[src/rtl/spi_status_pkg.sv]
// Shared types and constants for the SPI status responder.
// Holds the frame FSM states, the register map addresses and the frame length.
package spi_status_pkg;

  localparam int FRAME_BITS = 16;
  localparam int CMD_BITS   = 8;

  typedef enum logic [1:0] {
    IDLE = 2'd0,
    CMD  = 2'd1,
    DATA = 2'd2,
    DONE = 2'd3
  } state_t;

  localparam logic [2:0] ADDR_SCORE_LO = 3'd0;
  localparam logic [2:0] ADDR_SCORE_HI = 3'd1;
  localparam logic [2:0] ADDR_LIVES    = 3'd2;
  localparam logic [2:0] ADDR_FRUITS   = 3'd3;
  localparam logic [2:0] ADDR_STATUS   = 3'd4;
  localparam logic [2:0] ADDR_KEYCODE  = 3'd5;
  localparam logic [2:0] ADDR_RSVD     = 3'd6;
  localparam logic [2:0] ADDR_ID       = 3'd7;

endpackage

[src/rtl/spi_sync_edge.sv]
// Multi-flop synchronizer for an asynchronous SPI pin with rise/fall detection
// against a registered copy of the synchronized level.
module spi_sync_edge #(
  parameter int   STAGES  = 2,
  parameter logic RST_VAL = 1'b0
) (
  input  logic clk,
  input  logic rst_n,
  input  logic d,
  output logic rise,
  output logic fall
);

  logic [STAGES-1:0] sync_q, sync_d;
  logic              prev_q, prev_d;

  always_comb begin
    sync_d = {sync_q[STAGES-2:0], d};
    prev_d = sync_q[STAGES-1];
  end

  // Reset to the pin's idle level so no spurious edge appears after reset.
  always_ff @(posedge clk or negedge rst_n) begin
    if (!rst_n) begin
      sync_q <= {STAGES{RST_VAL}};
      prev_q <= RST_VAL;
    end else begin
      sync_q <= sync_d;
      prev_q <= prev_d;
    end
  end

  assign rise = sync_q[STAGES-1] & ~prev_q;
  assign fall = ~sync_q[STAGES-1] & prev_q;

endmodule

[src/rtl/spi_status_slave.sv]
// SPI mode-0 responder: an external master reads a snapshot of the game state
// and can write a keycode. 16-bit frames, MSB first: command byte then data byte.
//
// state | meaning
// IDLE  | no frame; MISO tri-stated, waiting for ss_n to fall
// CMD   | shifting in the command byte on sclk rising edges
// DATA  | shifting read data out on falling edges, write data in on rising edges
// DONE  | all 16 bits seen; extra sclk edges ignored until ss_n rises
module spi_status_slave
  import spi_status_pkg::*;
#(
  parameter int         SYNC_STAGES = 2,
  parameter logic [7:0] ID_VALUE    = 8'hA5,
  parameter int         SCORE_W     = 10
) (
  input  logic               Clk,
  input  logic               Reset_n,
  input  logic               spi_sclk,
  input  logic               spi_ss_n,
  input  logic               spi_mosi,
  output logic               spi_miso,
  output logic               spi_miso_oe,
  input  logic [SCORE_W-1:0] score,
  input  logic [7:0]         lives,
  input  logic [3:0]         fruits,
  input  logic               win,
  input  logic               lose,
  output logic [7:0]         keycode,
  output logic               keycode_wr,
  output logic               frame_err,
  output logic               busy
);

  localparam logic [4:0] CMD_LAST   = 5'(CMD_BITS - 1);
  localparam logic [4:0] FRAME_LAST = 5'(FRAME_BITS - 1);

  logic sclk_rise, sclk_fall, ss_rise, ss_fall;

  spi_sync_edge #(.STAGES(SYNC_STAGES), .RST_VAL(1'b0)) u_sclk_sync (
    .clk   (Clk),
    .rst_n (Reset_n),
    .d     (spi_sclk),
    .rise  (sclk_rise),
    .fall  (sclk_fall)
  );

  spi_sync_edge #(.STAGES(SYNC_STAGES), .RST_VAL(1'b1)) u_ss_sync (
    .clk   (Clk),
    .rst_n (Reset_n),
    .d     (spi_ss_n),
    .rise  (ss_rise),
    .fall  (ss_fall)
  );

  // MOSI uses the same depth as sclk so the sampled bit lines up with the edge detect.
  logic [SYNC_STAGES-1:0] mosi_sync_q, mosi_sync_d;
  logic                   mosi_s;

  assign mosi_sync_d = {mosi_sync_q[SYNC_STAGES-2:0], spi_mosi};
  assign mosi_s      = mosi_sync_q[SYNC_STAGES-1];

  state_t             state_q, state_d;
  logic [4:0]         bit_cnt_q, bit_cnt_d;
  logic [6:0]         rx_q, rx_d;
  logic [7:0]         tx_q, tx_d;
  logic               w_q, w_d;
  logic [2:0]         addr_q, addr_d;
  logic               miso_q, miso_d;
  logic               oe_q, oe_d;
  logic [7:0]         keycode_q, keycode_d;
  logic               kwr_q, kwr_d;
  logic               ferr_q, ferr_d;
  logic [SCORE_W-1:0] score_sh_q, score_sh_d;
  logic [7:0]         lives_sh_q, lives_sh_d;
  logic [3:0]         fruits_sh_q, fruits_sh_d;
  logic               win_sh_q, win_sh_d;
  logic               lose_sh_q, lose_sh_d;

  logic [7:0]  cmd_byte;
  logic [7:0]  rd_data;
  logic [15:0] score_ext;

  assign cmd_byte = {rx_q, mosi_s};

  always_ff @(posedge Clk or negedge Reset_n) begin
    if (!Reset_n) begin
      state_q     <= IDLE;
      bit_cnt_q   <= '0;
      rx_q        <= '0;
      tx_q        <= '0;
      w_q         <= 1'b0;
      addr_q      <= '0;
      miso_q      <= 1'b0;
      oe_q        <= 1'b0;
      keycode_q   <= '0;
      kwr_q       <= 1'b0;
      ferr_q      <= 1'b0;
      score_sh_q  <= '0;
      lives_sh_q  <= '0;
      fruits_sh_q <= '0;
      win_sh_q    <= 1'b0;
      lose_sh_q   <= 1'b0;
      mosi_sync_q <= '0;
    end else begin
      state_q     <= state_d;
      bit_cnt_q   <= bit_cnt_d;
      rx_q        <= rx_d;
      tx_q        <= tx_d;
      w_q         <= w_d;
      addr_q      <= addr_d;
      miso_q      <= miso_d;
      oe_q        <= oe_d;
      keycode_q   <= keycode_d;
      kwr_q       <= kwr_d;
      ferr_q      <= ferr_d;
      score_sh_q  <= score_sh_d;
      lives_sh_q  <= lives_sh_d;
      fruits_sh_q <= fruits_sh_d;
      win_sh_q    <= win_sh_d;
      lose_sh_q   <= lose_sh_d;
      mosi_sync_q <= mosi_sync_d;
    end
  end

  // ss_n rising has priority over any sclk edge seen on the same Clk.
  always_comb begin
    state_d = state_q;
    if (ss_rise) begin
      state_d = IDLE;
    end else begin
      case (state_q)
        IDLE:    if (ss_fall) state_d = CMD;
        CMD:     if (sclk_rise && bit_cnt_q == CMD_LAST) state_d = DATA;
        DATA:    if (sclk_rise && bit_cnt_q == FRAME_LAST) state_d = DONE;
        DONE:    state_d = DONE;
        default: state_d = IDLE;
      endcase
    end
  end

  always_comb begin
    score_ext = '0;
    score_ext[SCORE_W-1:0] = score_sh_q;
    case (cmd_byte[2:0])
      ADDR_SCORE_LO: rd_data = score_ext[7:0];
      ADDR_SCORE_HI: rd_data = score_ext[15:8];
      ADDR_LIVES:    rd_data = lives_sh_q;
      ADDR_FRUITS:   rd_data = {4'b0, fruits_sh_q};
      ADDR_STATUS:   rd_data = {6'b0, lose_sh_q, win_sh_q};
      ADDR_KEYCODE:  rd_data = keycode_q;
      ADDR_RSVD:     rd_data = 8'h00;
      ADDR_ID:       rd_data = ID_VALUE;
      default:       rd_data = 8'h00;
    endcase
  end

  always_comb begin
    bit_cnt_d   = bit_cnt_q;
    rx_d        = rx_q;
    tx_d        = tx_q;
    w_d         = w_q;
    addr_d      = addr_q;
    miso_d      = miso_q;
    oe_d        = oe_q;
    keycode_d   = keycode_q;
    kwr_d       = 1'b0;
    ferr_d      = 1'b0;
    score_sh_d  = score_sh_q;
    lives_sh_d  = lives_sh_q;
    fruits_sh_d = fruits_sh_q;
    win_sh_d    = win_sh_q;
    lose_sh_d   = lose_sh_q;
    if (ss_rise) begin
      oe_d   = 1'b0;
      miso_d = 1'b0;
      if (state_q == CMD || state_q == DATA) ferr_d = 1'b1;
    end else begin
      case (state_q)
        IDLE: begin
          // Snapshot so each frame reads a coherent view of the game state.
          if (ss_fall) begin
            score_sh_d  = score;
            lives_sh_d  = lives;
            fruits_sh_d = fruits;
            win_sh_d    = win;
            lose_sh_d   = lose;
            bit_cnt_d   = '0;
            oe_d        = 1'b1;
            miso_d      = 1'b0;
          end
        end
        CMD: begin
          if (sclk_rise) begin
            rx_d      = cmd_byte[6:0];
            bit_cnt_d = bit_cnt_q + 5'd1;
            if (bit_cnt_q == CMD_LAST) begin
              w_d    = cmd_byte[7];
              addr_d = cmd_byte[2:0];
              tx_d   = cmd_byte[7] ? 8'h00 : rd_data;
            end
          end
        end
        DATA: begin
          if (sclk_fall) begin
            miso_d = tx_q[7];
            tx_d   = {tx_q[6:0], 1'b0};
          end
          if (sclk_rise) begin
            rx_d      = cmd_byte[6:0];
            bit_cnt_d = bit_cnt_q + 5'd1;
            if (bit_cnt_q == FRAME_LAST && w_q && addr_q == ADDR_KEYCODE) begin
              keycode_d = cmd_byte;
              kwr_d     = 1'b1;
            end
          end
        end
        DONE: begin
          miso_d = 1'b0;
        end
        default: begin
          miso_d = 1'b0;
        end
      endcase
    end
  end

  assign spi_miso    = miso_q;
  assign spi_miso_oe = oe_q;
  assign keycode     = keycode_q;
  assign keycode_wr  = kwr_q;
  assign frame_err   = ferr_q;
  assign busy        = (state_q != IDLE);

endmodule

[config.mk]
export PLATFORM = sky130hd
export DESIGN_NAME = spi_status_slave
export DESIGN_NICKNAME = d
export VERILOG_FILES = /design/src/rtl/spi_status_pkg.sv /design/src/rtl/spi_sync_edge.sv /design/src/rtl/spi_status_slave.sv
export SDC_FILE = /design/constraint.sdc
export NUM_CORES = 1
export LEC_CHECK = 0
export BUFFER_PORTS_ARGS = -buffer_cell sky130_fd_sc_hd__buf_2
export CORE_ASPECT_RATIO = 1.25
export CORE_MARGIN = 3
export CORE_UTILIZATION = 57
export DETAILED_ROUTE_END_ITERATION = 8
export GPL_TIMING_DRIVEN = 0
export PLACE_DENSITY = 0.75
export SKIP_LAST_GASP = 1
export SYNTH_ARGS = -nofsm -noshare
export SYNTH_HDL_FRONTEND = slang
export SYNTH_SLANG_ARGS = --single-unit
[constraint.sdc]
create_clock -name Clk -period 3 [get_ports Clk]
set_input_delay 0.3 -clock Clk [delete_from_list [all_inputs] [get_ports Clk]]
set_output_delay 0.3 -clock Clk [all_outputs]
set_load 0.03 [all_outputs]
==> results.sh <==
export IMPL_outcome="finished clean"
export IMPL_part_of_the_yosys_area_used_for_sequential_elements=0.543
export IMPL_static_leak_nw=1.72
export IMPL_postCtsSetupBuffers=0
export IMPL_synthesized_instance_count=267
export IMPL_synth_top_cells_by_area="sky130_fd_sc_hd__dfrtp_1 52%, sky130_fd_sc_hd__mux2_2 15%, sky130_fd_sc_hd__ha_1 4.3%"
export IMPL_worstSetupPathType="register to register"
export IMPL_clock_root_buffer="sky130_fd_sc_hd__clkbuf_8"
export IMPL_synthesized_area_um2=3230
export IMPL_wire_length_of_the_first_global_routing_pass_um=10900
export IMPL_reg2reg_setup_slack_ps=560
export IMPL_nets=359
export IMPL_detail_route_drc_violations=0
export IMPL_first_global_vias=2300
export IMPL_nFillCells=394
export IMPL_synth_cells_most_frequent="67 x sky130_fd_sc_hd__dfrtp_1, 42 x sky130_fd_sc_hd__mux2_2, 18 x sky130_fd_sc_hd__inv_1"
export IMPL_critical_path_required_ps=3220
export IMPL_cp_endpoint="keycode[6]"
export IMPL_drt_wirelength_per_cell_um=16.3
export IMPL_drt_pre_antenna_iters=4
export IMPL_ctsHtreeMaxLevel=3
export IMPL_fp_dieW_um=73.3
export IMPL_register_area_um2=1760
export IMPL_end_kind="register"
export IMPL_netlist_cell_type_count=45
export IMPL_final_setup_worst_slack_ps=558
export IMPL_cts_tree="built"
export IMPL_synth_async_sr_flop_share=1.00
export IMPL_tns_ps=0
export IMPL_clkSinkCount=70
export IMPL_crit_start="u_ss_sync.prev_q"
export IMPL_drv_slew=0
export IMPL_port_buffers=41
export IMPL_crit_arrival_ps=2660
export IMPL_synth_seq_cells=70
export IMPL_via_count=2229
export IMPL_globalRouteOverflowTotal=0
export IMPL_fin_crit_sh=0.814
export IMPL_number_of_enable_flip_flop_cells_after_synthesis=0
export IMPL_path_cells="inv_1, ha_1, or3b_4, nor4_4, mux2_2"
export IMPL_peakVddDrop_mv=0.541
export IMPL_post_drt_via_cell_ratio=5.74
export IMPL_gp_routability_congestion=0.817
export IMPL_post_synth_cell_area_avg_um2=12.1
export IMPL_synth_most_common_cell="sky130_fd_sc_hd__dfrtp_1"
export IMPL_post_route_cells_drive_above_1_share=0.330
export IMPL_number_of_antenna_diodes=0
export IMPL_synth_top_cell_area_share=0.519
export IMPL_cpPeakStageDelay_ps=610
export IMPL_worst_path_buffer_plus_inverter_count=1
export IMPL_yosysWarningCount=0
export IMPL_path_depth=5
export IMPL_synth_largest_area_cell="sky130_fd_sc_hd__dfrtp_1"
export IMPL_setup_ws_pre_cts_ps=545
export IMPL_post_route_min_period_ps=2440
export IMPL_worstMarginPinSlew_ps=853
export IMPL_cts_resized_gates=0
export IMPL_worst_r2r_startpoint="u_ss_sync.prev_q"
export IMPL_initial_utilization=0.594
export IMPL_path_clk_slew_ps=70
export IMPL_synth_ff_type="sky130_fd_sc_hd__dfrtp_1"
export IMPL_core_util_final=0.687
export IMPL_routed_antenna_nets=0
export IMPL_placementRows=30
export IMPL_cts_max_path_buffers=2
export IMPL_dr_first_iter_drc_count=121
export IMPL_grt_max_degree=71
export IMPL_die_area_um2=6610
export IMPL_final_number_of_setup_violating_endpoints=0
export IMPL_areaGrowthSynthToFinish_pct=15.7
export IMPL_power_density_nw_per_um2=879
export IMPL_initial_antenna_violation_count=0
export IMPL_cp_slowest_cell="sky130_fd_sc_hd__nor4_4"
export IMPL_multi_input_combinational_cell_area_um2=1370
export IMPL_coreArea_um2=5440
export IMPL_grt_util_all_layers=0.215
export IMPL_timing_hold_worst_class="input port to register"
export IMPL_slew_headroom=0.432
export IMPL_total_count_of_hold_check_failures_in_the_final_report=0
export IMPL_insertion_delay_ps=340
export IMPL_fp_dieH_um=90.2
export IMPL_cts_hold_buf=0
export IMPL_worst_r2r_cell_count=5
export IMPL_top_level_ports=42
export IMPL_detailedPlacementHpwl_um=4600
export IMPL_start_kind="register"
export IMPL_synthesis_nets=307
export IMPL_crit_fanout=10
export IMPL_maxCapViolCount=0
export IMPL_postRouteWirelength_um=6330
export IMPL_timing_fmax_ghz=0.410
export IMPL_clock_tree_skew_after_final_layout_ps=8.58
export IMPL_r2r_end="keycode[6]"
export IMPL_tritoncts_num_buffers=9
export IMPL_worst_hold_slack_ps=57.5
export IMPL_rsz0062_at_grt="false"
export IMPL_timing_critical_path_max_delay_family="simple AND/OR/NAND/NOR gates"
[state kept, by name, summed over array words and instances, names as in the netlist, 2 cells and up]
| name | flops |
|---|---|
| tx_q | 8 |
| bit_cnt_q | 5 |
| score_sh_q | 10 |
| fruits_sh_q | 4 |
| u_ss_sync.sync_q | 2 |
| mosi_sync_q | 2 |
| lives_sh_q | 8 |
| addr_q | 3 |
| keycode | 8 |
| u_sclk_sync.sync_q | 2 |
| state_q | 2 |
| rx_q | 7 |
[layer usage]
metal	global-route usage	part of all wire	wire length [um]	vias to the layer above
li1	-	-	-	1078
met5	0	0	0	-
met3	0.0515	0.040	250	7
met1	0.279	0.42	2680	1099
met2	0.350	0.52	3310	45
met4	0.0710	0.014	89	0
[report_power, final]
part | internal [mW] | leakage, nW | switching [mW]
logic | 0.485 | 0.730 | 0.561
clock network | 0.472 | 0.115 | 0.335
registers | 1.24 | 0.874 | 0.189
[layout by cell type (no fill, tap or decap), types with 2 or more instances in the layout]
master	instances
sky130_fd_sc_hd__a2111oi_0	2
sky130_fd_sc_hd__a21boi_0	3
sky130_fd_sc_hd__a21oi_1	9
sky130_fd_sc_hd__a2bb2oi_1	3
sky130_fd_sc_hd__a31oi_1	3
sky130_fd_sc_hd__a32o_1	2
sky130_fd_sc_hd__a32oi_1	2
sky130_fd_sc_hd__and2_1	2
sky130_fd_sc_hd__and4bb_2	2
sky130_fd_sc_hd__buf_2	40
sky130_fd_sc_hd__clkbuf_1	9
sky130_fd_sc_hd__clkbuf_8	13
sky130_fd_sc_hd__clkinv_2	2
sky130_fd_sc_hd__dfrtp_1	67
sky130_fd_sc_hd__dfstp_2	3
sky130_fd_sc_hd__ha_1	11
sky130_fd_sc_hd__inv_1	18
sky130_fd_sc_hd__mux2_2	42
sky130_fd_sc_hd__mux2i_1	3
sky130_fd_sc_hd__nand2_1	16
sky130_fd_sc_hd__nand2b_1	4
sky130_fd_sc_hd__nand3_1	3
sky130_fd_sc_hd__nand3b_1	4
sky130_fd_sc_hd__nand4_1	3
sky130_fd_sc_hd__nor2_1	8
sky130_fd_sc_hd__nor2b_1	3
sky130_fd_sc_hd__nor3b_1	2
sky130_fd_sc_hd__nor4_1	2
sky130_fd_sc_hd__o211ai_1	5
sky130_fd_sc_hd__o21ai_0	12
sky130_fd_sc_hd__o221ai_1	2
sky130_fd_sc_hd__o311ai_0	2
sky130_fd_sc_hd__o31ai_1	2
sky130_fd_sc_hd__o32ai_1	2
sky130_fd_sc_hd__xnor2_1	3
[worst min path at each step]
stage | from | end | slack [ps] | depth (start not counted)
after global placement | mosi_sync_q[0] | mosi_sync_q[1] | 330 | 0
after detailed placement | mosi_sync_q[0] | mosi_sync_q[1] | 340 | 0
after global routing | spi_ss_n | u_ss_sync.sync_q[0] | 50 | 1
final | spi_ss_n | u_ss_sync.sync_q[0] | 60 | 1
after floorplan | Reset_n | addr_q[0] | 4 | 0
after CTS | spi_ss_n | u_ss_sync.sync_q[0] | 40 | 1
[logic make-up after synthesis]
| kind of cell | after synthesis | share of synthesized area |
|---|---|---|
| buf+inv | 28 | 0.0325 |
| simple gates | 56 | 0.101 |
| fa+ha+maj | 11 | 0.0426 |
| xor+xnor | 3 | 0.00813 |
| flops | 70 | 0.543 |
| compound gates | 54 | 0.116 |
| mux | 45 | 0.156 |
[cell type report]
| class | instances | share of cell area |
|---|---|---|
| Buffer | 10 | 0.0100 |
| Clock buffer | 13 | 0.0479 |
| Clock inverter | 3 | 0.0107 |
| Inverter | 18 | 0.0181 |
| Multi-Input combinational cell | 169 | 0.367 |
| Sequential cell | 70 | 0.470 |
| Tap cell | 64 | 0.0214 |
| Timing Repair Buffer | 41 | 0.0556 |
[stage by stage]
step | instance area (um2) | power, mW | instances
final | 3740 | 3.29 | 388
after global routing | 3740 | 3.52 | 388
after CTS | 3740 | 3.32 | 388
after detailed placement | 3520 | 2.50 | 372
after global placement | 3520 | 2.46 | 372
after floorplan | 3230 | 2.19 | 267
(Power assumes the default switching activity.)
